File: config.mk
export PLATFORM = sky130hd
export DESIGN_NAME = sym_demod_flat
export DESIGN_NICKNAME = d
export VERILOG_FILES = /design/src/rtl/ofdm_sym_pkg.sv /design/src/rtl/sym_demod_if.sv /design/src/rtl/sym_slicer_axis.sv /design/src/rtl/sym_demod.sv /design/src/flat_wrapper.sv
export SDC_FILE = /design/constraint.sdc
export NUM_CORES = 1
export LEC_CHECK = 0
export CAP_MARGIN = 25
export CORE_ASPECT_RATIO = 1.5
export CORE_MARGIN = 1.5
export CORE_UTILIZATION = 50
export CTS_CLUSTER_DIAMETER = 80
export DETAILED_ROUTE_END_ITERATION = 12
export GPL_TIMING_DRIVEN = 0
export PLACE_DENSITY = 0.77
export SYNTH_ARGS = -nofsm -noshare
export SYNTH_HDL_FRONTEND = slang
export SYNTH_HIERARCHICAL = 1
export SYNTH_SLANG_ARGS = --single-unit
File: constraint.sdc
create_clock -name CLK_I -period 3.2 [get_ports CLK_I]
set_input_delay 0.48 -clock CLK_I [delete_from_list [all_inputs] [get_ports CLK_I]]
set_output_delay 0.48 -clock CLK_I [all_outputs]
set_load 0.01 [all_outputs]
File: src/rtl/ofdm_sym_pkg.sv
// Shared OFDM symbol definitions: modulation encodings, constellation levels and
// the hard-decision slicing thresholds derived from them.
package ofdm_sym_pkg;

   typedef enum logic [1:0] {
      MOD_QPSK = 2'b00,
      MOD_BPSK = 2'b01,
      MOD_Q16  = 2'b10,
      MOD_Q64  = 2'b11
   } mod_t;

   // Positive constellation levels in Q1.15 (the outermost 64QAM level is saturated)
   localparam logic [15:0] Q64_L1 = 16'h13C0;
   localparam logic [15:0] Q64_L3 = 16'h3B40;
   localparam logic [15:0] Q64_L5 = 16'h62C2;
   localparam logic [15:0] Q64_L7 = 16'h7FFE;
   localparam logic [15:0] Q16_L1 = 16'h287A;
   localparam logic [15:0] Q16_L3 = 16'h796E;

   function automatic logic [15:0] midpoint(input logic [15:0] a, input logic [15:0] b);
      logic [16:0] s;
      s = {1'b0, a} + {1'b0, b};
      return s[16:1];
   endfunction

   localparam logic [15:0] Q64_T1 = midpoint(Q64_L1, Q64_L3);
   localparam logic [15:0] Q64_T2 = midpoint(Q64_L3, Q64_L5);
   localparam logic [15:0] Q64_T3 = midpoint(Q64_L5, Q64_L7);
   localparam logic [15:0] Q16_T  = midpoint(Q16_L1, Q16_L3);

endpackage

File: src/rtl/sym_demod_if.sv
// WB-style streaming handshake bundle, used for both the sample input and bit output.
interface sym_demod_if #(
   parameter int unsigned DW = 32
) ();
   logic [DW-1:0] DAT;
   logic          CYC;
   logic          STB;
   logic          WE;
   logic          ACK;

   modport master (output DAT, output CYC, output STB, output WE, input ACK);
   modport slave  (input DAT, input CYC, input STB, input WE, output ACK);
endinterface

File: src/rtl/sym_slicer_axis.sv
// Per-axis slicer: sign plus threshold compares on the 17-bit magnitude of one Q1.15 sample.
module sym_slicer_axis
   import ofdm_sym_pkg::*;
(
   input  logic [15:0] x,
   input  mod_t        mod,
   output logic        sgn,
   output logic [2:0]  cmp
);

   logic [16:0] mag;

   // 17-bit magnitude so that 16'h8000 slices as +32768 rather than wrapping
   always_comb begin
      sgn    = x[15];
      mag    = x[15] ? (17'd0 - {x[15], x}) : {1'b0, x};
      cmp[2] = mag > {1'b0, Q64_T3};
      cmp[1] = mag > {1'b0, Q64_T2};
      cmp[0] = (mod == MOD_Q16) ? (mag > {1'b0, Q16_T}) : (mag > {1'b0, Q64_T1});
   end

endmodule

File: src/rtl/sym_demod.sv
// Hard-decision Gray demapper (BPSK/QPSK/16QAM/64QAM), 2-stage pipeline, freezes on backpressure.
module sym_demod
   import ofdm_sym_pkg::*;
(
   input  logic        CLK_I,
   input  logic        RST_I,
   input  logic [1:0]  MOD,
   sym_demod_if.slave  rx,
   sym_demod_if.master tx
);

   logic       halt, beat, accept;
   logic       locked;
   mod_t       mod_lat, mod_cur;
   logic       re_s, im_s;
   logic [2:0] re_c, im_c;

   logic       s1_v;
   mod_t       s1_mod;
   logic       s1_re_s, s1_im_s;
   logic [2:0] s1_re_c, s1_im_c;

   logic [5:0] dat_q;
   logic       stb_q, cyc_q;

   assign halt    = stb_q & ~tx.ACK;
   assign beat    = rx.CYC & rx.STB & rx.WE;
   assign accept  = beat & ~halt;
   assign mod_cur = locked ? mod_lat : mod_t'(MOD);

   assign rx.ACK = accept;
   assign tx.DAT = dat_q;
   assign tx.STB = stb_q;
   assign tx.WE  = stb_q;
   assign tx.CYC = cyc_q;

   sym_slicer_axis u_re (.x(rx.DAT[15:0]),  .mod(mod_cur), .sgn(re_s), .cmp(re_c));
   sym_slicer_axis u_im (.x(rx.DAT[31:16]), .mod(mod_cur), .sgn(im_s), .cmp(im_c));

   function automatic logic [2:0] q64_bits(input logic s, input logic [2:0] c);
      return {s, c[1], ~c[0] | c[2]};
   endfunction

   function automatic logic [5:0] pack(input mod_t m, input logic rs, input logic [2:0] rc,
                                       input logic is, input logic [2:0] ic);
      logic [5:0] d;
      d = '0;
      case (m)
         MOD_Q64:  d = {q64_bits(is, ic), q64_bits(rs, rc)};
         MOD_Q16:  d = {2'b00, is, ic[0], rs, rc[0]};
         MOD_QPSK: d = {4'b0000, is, rs};
         MOD_BPSK: d = {5'b00000, is};
         default:  d = '0;
      endcase
      return d;
   endfunction

   always_ff @(posedge CLK_I) begin
      if (RST_I) begin
         locked  <= 1'b0;
         mod_lat <= MOD_QPSK;
         s1_v    <= 1'b0;
         s1_mod  <= MOD_QPSK;
         s1_re_s <= 1'b0;
         s1_im_s <= 1'b0;
         s1_re_c <= '0;
         s1_im_c <= '0;
         dat_q   <= '0;
         stb_q   <= 1'b0;
         cyc_q   <= 1'b0;
      end else begin
         // Close the output frame once nothing will be left in S1 or on the output
         cyc_q <= rx.CYC | halt | s1_v;

         if (!rx.CYC)
            locked <= 1'b0;
         else if (accept)
            locked <= 1'b1;
         if (accept && !locked)
            mod_lat <= mod_t'(MOD);

         if (!halt) begin
            s1_v <= accept;
            if (accept) begin
               s1_mod  <= mod_cur;
               s1_re_s <= re_s;
               s1_im_s <= im_s;
               s1_re_c <= re_c;
               s1_im_c <= im_c;
            end
            stb_q <= s1_v;
            if (s1_v)
               dat_q <= pack(s1_mod, s1_re_s, s1_re_c, s1_im_s, s1_im_c);
         end
      end
   end

endmodule

File: src/flat_wrapper.sv
// flat-port wrapper written by rule: the top's interface ports become plain ports
module sym_demod_flat import ofdm_sym_pkg::*;
  (CLK_I, RST_I, MOD, rx_DAT, rx_CYC, rx_STB, rx_WE, rx_ACK, tx_DAT, tx_CYC, tx_STB, tx_WE, tx_ACK);
  sym_demod_if #(.DW(32)) rx_i ();
  sym_demod_if #(.DW(6)) tx_i ();
  input  logic CLK_I;
  input  logic RST_I;
  input  logic [1:0] MOD;
  input wire logic [$bits(rx_i.DAT)-1:0] rx_DAT;
  input wire logic [$bits(rx_i.CYC)-1:0] rx_CYC;
  input wire logic [$bits(rx_i.STB)-1:0] rx_STB;
  input wire logic [$bits(rx_i.WE)-1:0] rx_WE;
  output wire logic [$bits(rx_i.ACK)-1:0] rx_ACK;
  output wire logic [$bits(tx_i.DAT)-1:0] tx_DAT;
  output wire logic [$bits(tx_i.CYC)-1:0] tx_CYC;
  output wire logic [$bits(tx_i.STB)-1:0] tx_STB;
  output wire logic [$bits(tx_i.WE)-1:0] tx_WE;
  input wire logic [$bits(tx_i.ACK)-1:0] tx_ACK;
  assign rx_i.DAT = rx_DAT;
  assign rx_i.CYC = rx_CYC;
  assign rx_i.STB = rx_STB;
  assign rx_i.WE = rx_WE;
  assign rx_ACK = rx_i.ACK;
  assign tx_DAT = tx_i.DAT;
  assign tx_CYC = tx_i.CYC;
  assign tx_STB = tx_i.STB;
  assign tx_WE = tx_i.WE;
  assign tx_i.ACK = tx_ACK;
  sym_demod u_core (.CLK_I(CLK_I), .RST_I(RST_I), .MOD(MOD), .rx(rx_i), .tx(tx_i));
endmodule
# ---- Word level (Yosys, flattened, before mapping)
# Index checks and enable logic that the tools add are counted.
dict set report classes {
  addsub 2
  n_reduce_logical 6
  n_mux 6
  eq_ne 4
  bitwise_logic 13
  magnitude_cmp 8
}
# op n
set ops {}
lappend ops {{$gt 17x15->1 const B} 6}
lappend ops {{$gt 17x14->1 const B} 2}
lappend ops {{$mux 17} 2}
lappend ops {{$sub 1x16->17 const A} 2}
lappend ops {{$pmux 6 s4} 1}
lappend ops {{$eq 2x2->1 const B} 3}
lappend ops {{$not 1->1} 5}
lappend ops {{$and 1x1->1} 4}
lappend ops {{$or 1x1->1} 4}
lappend ops {{$reduce_and 2->1} 2}
lappend ops {{$eq 2x1->1 const B} 1}
lappend ops {{$logic_not 2->1} 1}
lappend ops {{$mux 1} 2}
lappend ops {{$mux 2} 1}
lappend ops {{$reduce_or 2->1} 1}
lappend ops {{$logic_and 1x1->1} 1}
lappend ops {{$logic_not 1->1} 1}
dict set report totals {
  regBits 22
  out_inout_bits 10
}

# ---- Logic depth before layout (Yosys ltp)
dict set report depth {
  word_depth 5
  ltp_mapped 11
}

# ---- Modules after synthesis
# The synthesis kept the hierarchy.
# module area_each_um2 instances cells_per_inst
set by_module_without_submodules {}
lappend by_module_without_submodules {sym_slicer_axis 853.3 2 127}
lappend by_module_without_submodules {sym_demod 996.0 1 115}

# ---- Least setup slack after synthesis
# No wires, ideal clock.
dict set report synth_path {
  kind {in2reg}
  from {in rx_DAT[20]}
  to {reg u_core.s1_im_c[0]}
  stages 9
  n_path_buf 1
  t_arrival_ps 2324
  setup_slack_ps 742
  setup_time_ps 134
  path_cell_list {buf_6 -> or3_4 -> or4_1 -> o311ai_1 -> a31oi_1 -> a2111oi_1 -> nor4_1 -> nand3_1 -> a21oi_1}
}
dict set report synth_between {
  elab_chain_cells 4
  elab_cells_between_ends 5
  cone_classes {add/sub: 1; order compare: 2; mux: 2}
}
# item line_no
set synth_lines {}
lappend synth_lines {{start: declaration} flat_wrapper.sv:9} ;# input wire logic [$bits(rx_i.DAT)-1:0] rx_DAT;
lappend synth_lines {{$sub 1x16->17} sym_slicer_axis.sv:16} ;# mag = x[15] ? (17'd0 - {x[15], x}) : {1'b0, x};
lappend synth_lines {{$mux 17 *} sym_slicer_axis.sv:16}
lappend synth_lines {{$gt 17x14->1 or $gt 17x15->1 (tied branches)} sym_slicer_axis.sv:19} ;# cmp[0] = (mod == MOD_Q16) ? (mag > {1'b0, Q16_T}) : (mag > {1'b0, Q64_T1});
lappend synth_lines {{$mux 1 *} sym_slicer_axis.sv:19}
lappend synth_lines {{net u_core.im_c[0]} sym_demod.sv:16} ;# logic [2:0] re_c, im_c;
lappend synth_lines {{end signal: assignment} sym_demod.sv:89} ;# s1_im_c <= im_c;
lappend synth_lines {{end: declaration} sym_demod.sv:21} ;# logic [2:0] s1_re_c, s1_im_c;
# Mark *: on every way through the listed nets, which the timed path passes. The rest lies on a longest branch.
# A chain may end at the register's enable or synchronous reset.

# ---- Worst setup path after layout
dict set report layout_path {
  from {in rx_DAT[1]}
  to {reg u_core.s1_re_c[0]}
}
dict set report layout_between {
  elab_chain_cells 4
  elab_cells_between_ends 5
  cone_classes {add/sub: 1; order compare: 2; mux: 2}
}
# item line_no
set layout_lines {}
lappend layout_lines {{$sub 1x16->17} sym_slicer_axis.sv:16}
lappend layout_lines {{$mux 17 *} sym_slicer_axis.sv:16}
lappend layout_lines {{$gt 17x14->1 or $gt 17x15->1 (tied branches)} sym_slicer_axis.sv:19}
lappend layout_lines {{$mux 1 *} sym_slicer_axis.sv:19}
lappend layout_lines {{net u_core.re_c[0]} sym_demod.sv:16}
lappend layout_lines {{end signal: assignment} sym_demod.sv:88} ;# s1_re_c <= re_c;
lappend layout_lines {{end: declaration} sym_demod.sv:21}
# Marked as above.

==> key figures <==
Outcome
  • Status: completed

Floorplanning
  • Core ar.: 0.00516 mm²
  • DIE AREA: 0.00586 mm²
  • # rows: 32
  • Initial core utilization: 52.3%
  • Die Y: 93.0 µm
  • Die Wd: 63.0 µm
  • # IOs: 50

Power
  • P_leak: 1.07 nW
  • Peak supply drop: 0.134 mV
  • Power Total: 0.841 mW
  • Pwr Density: 257 mW/mm²

Timing
  • Final Max Tran Viols: 0
  • Slew margin rel.: 62.6%
  • Final min period: 2.96 ns
  • Count of final hold-check violations: 0
  • Final setup violation count: 0
  • Post-route setup slack: 0.242 ns
  • Fin crit share: 92.4%
  • FMAX: 338 MHz
  • Worst-Margin Slew: 0.559 ns
  • Skew final: 0.00297 ns
  • RSZ-0062 raised after global routing: no

Synthesis
  • Synthesized area: 0.00270 mm²
  • Post-synthesis cell count: 369
  • Yosys warnings: 6
  • Net Count, Synth: 413
  • Post-synthesis sequential area ratio: 16.3%
  • Post-synth EDFFs: 0
  • Mean area per synthesized cell: 7.32 µm²
  • Share of flip-flops with an asynchronous set or reset: 0%
  • Top FF cell, synth: dfxtp_1
  • Yosys reg bits: 22
  • Synth cell types: 62

CTS
  • Worst-path clk slew: 0.08 ns
  • Clk_lat worst skew: 0.26 ns
  • Clock sink count: 22
  • CTS root buf: clkbuf_8
  • Max Root-Sink Buffers: 2
  • H-tree Lvls: 1
  • Post-CTS Setup Bufs: 0
  • Total CTS buffers: 3
  • Hold buffers post-CTS: 0
  • TritonCTS clock tree: built

Cells and area
  • Synth-to-layout area growth: 21.2%
  • Final instance count without filler cells: 482
  • Share of post-route cells with drive strength above 1: 9.66%
  • Layout Nets: 459
  • Commonest cells after routing, fill and taps aside: clkdlybuf4s50_1 (41), a21oi_1 (28), o21ai_0 (27), nor2_1 (22), dfxtp_1 (22)
  • Design area: 0.00327 mm²
  • Most common cell after layout, fill and taps aside: clkdlybuf4s50_1
  • Fillers: 464
  • Ant diodes: 0

Critical path
  • Crit Path Category: in -> reg
  • Worst setup SP type: primary input
  • Crit path capture type: flip-flop
  • CP max FO: 7
  • Worst Path Arrival: 3.09 ns
  • Worst path required time: 3.33 ns

Detailed routing
  • Final WL: 7400 µm
  • First-pass DRT Iterations: 6
  • DRC violation total after the first TritonRoute iteration: 236
  • Wire length per cell: 15.3 µm
  • Antenna viol nets, final: 0
  • Drt drc: 0
  • Via density: 6.36
  • Via count: 3064

Place
  • Placed Cells incl. Taps: 478
  • GPL Wtd Cong: 0.905
  • Buffers on Ports: 41
  • DP Worst Slack: -0.0552 ns
  • Post-DP Area: 0.00320 mm²
  • Hpwl dp: 5810 µm

Run
  • Max-cap violation count: 0

GRT
  • GRT Util Overall: 25.5%
  • Vias in the first global route: 2855
  • Initial antenna violation count: 0
  • Largest net degree at the start of global routing: 14
  • Total gr overflow: 0
  • Global-route wire length before repair: 12700 µm

Min path
  • Hold Path Class: reg -> reg
state kept, by name, indices dropped and copies added, names as in the netlist:
| signal | flops |
|---|---|
| u_core/locked | 1 |
| u_core/s1_im_c | 3 |
| u_core/s1_v | 1 |
| u_core/s1_mod | 2 |
| u_core/s1_re_s | 1 |
| u_core/tx.DAT | 6 |
| u_core/s1_re_c | 3 |
| u_core/tx.CYC | 1 |
| u_core/s1_im_s | 1 |
| u_core/tx.STB | 1 |
| u_core/mod_lat | 2 |
final timing paths:
path | start | slack (ns) | to | cells after the start
setup / recovery | rx_DAT[1] | 0.24 | u_core/s1_re_c[0] | 10
hold / removal | u_core/s1_im_c[1] | 0.48 | u_core/tx.DAT[4] | 2
setup reg to reg | u_core/locked | 1.41 | u_core/s1_re_c[0] | 7
hold reg to reg | u_core/s1_im_c[1] | 0.48 | u_core/tx.DAT[4] | 2
cells in the mapped netlist (all sizes together) (8+ instances only):
cell,count,area [µm²]
buf,12,108
nor2b,17,114
nor3,18,90.1
dfxtp,22,440
clkbuf,21,78.8
inv,13,48.8
o21ai,30,150
nand2,15,56.3
nor4,14,118
xor2,8,70.1
a21oi,29,149
nor2,22,82.6
nand3,13,65.1
cell type report:
class / count / area [µm²] / share of cell area [%]
buffer: 33 / 191 / 5.85
multi-input combinational: 301 / 2030 / 61.9
sequential: 22 / 440 / 13.5
timing repair buffer: 41 / 410 / 12.5
inverter: 13 / 48.8 / 1.49
clock inverter: 1 / 30.0 / 0.917
clock buffer: 3 / 41.3 / 1.26
tap: 68 / 85.1 / 2.60
worst max-delay path, stage by stage:
cell             delay, ns
clkdlybuf4s50_1       0.52
or2_2                 0.33
clkbuf_1              0.19
or4_1                 0.53
o311ai_1              0.14
a31oi_1               0.17
a2111oi_1             0.44
nor4_1                0.13
nand3_1               0.09
a21oi_1               0.06
power by group:
part | leakage, nW | switching, mW | internal [mW]
clock | 0.0357 | 0.0904 | 0.167
sequential | 0.179 | 0.00557 | 0.281
combinational | 0.851 | 0.165 | 0.131
total | 1.07 | 0.261 | 0.580
per-stage QoR:
stage          setup TNS [ns]  util (%)  hold WS (ns)
6_report                    0      63.4         0.478
5_1_grt                     0      63.4         0.520
4_1_cts                     0      63.3         0.478
3_5_place_dp           -0.120      61.9         0.468
3_3_place_gp          -0.0759      61.9         0.454
2_1_floorplan               0         -         0.445
kinds of logic after synthesis:
group,share of synthesized area (%)
AOI/OAI and AO/OA,31.6
muxes,4.26
and+or+nand+nor,32.7
xor gates and xnor gates,4.54
adders and majority gates,1.85
DFF,16.3
buffers and inverters,8.70
per-layer routing:
metal  vias to the layer above  track usage, %  part of all wire, %
li1                       1511               -                    -
met1                      1452            29.4                   41
met2                        89            48.8                   54
met3                        12            1.08                  3.3
met4                         0            9.81                  1.5
met5                         -               0                    0
what timing repair did:
| item | 4_1_cts | 5_1_grt |
|---|---|---|
| resized for setup | 0 | 8 |
| setup endpoints to repair | 0 | 4 |
| hold endpoints to repair | 0 | 0 |
(Power assumes the default switching activity.)
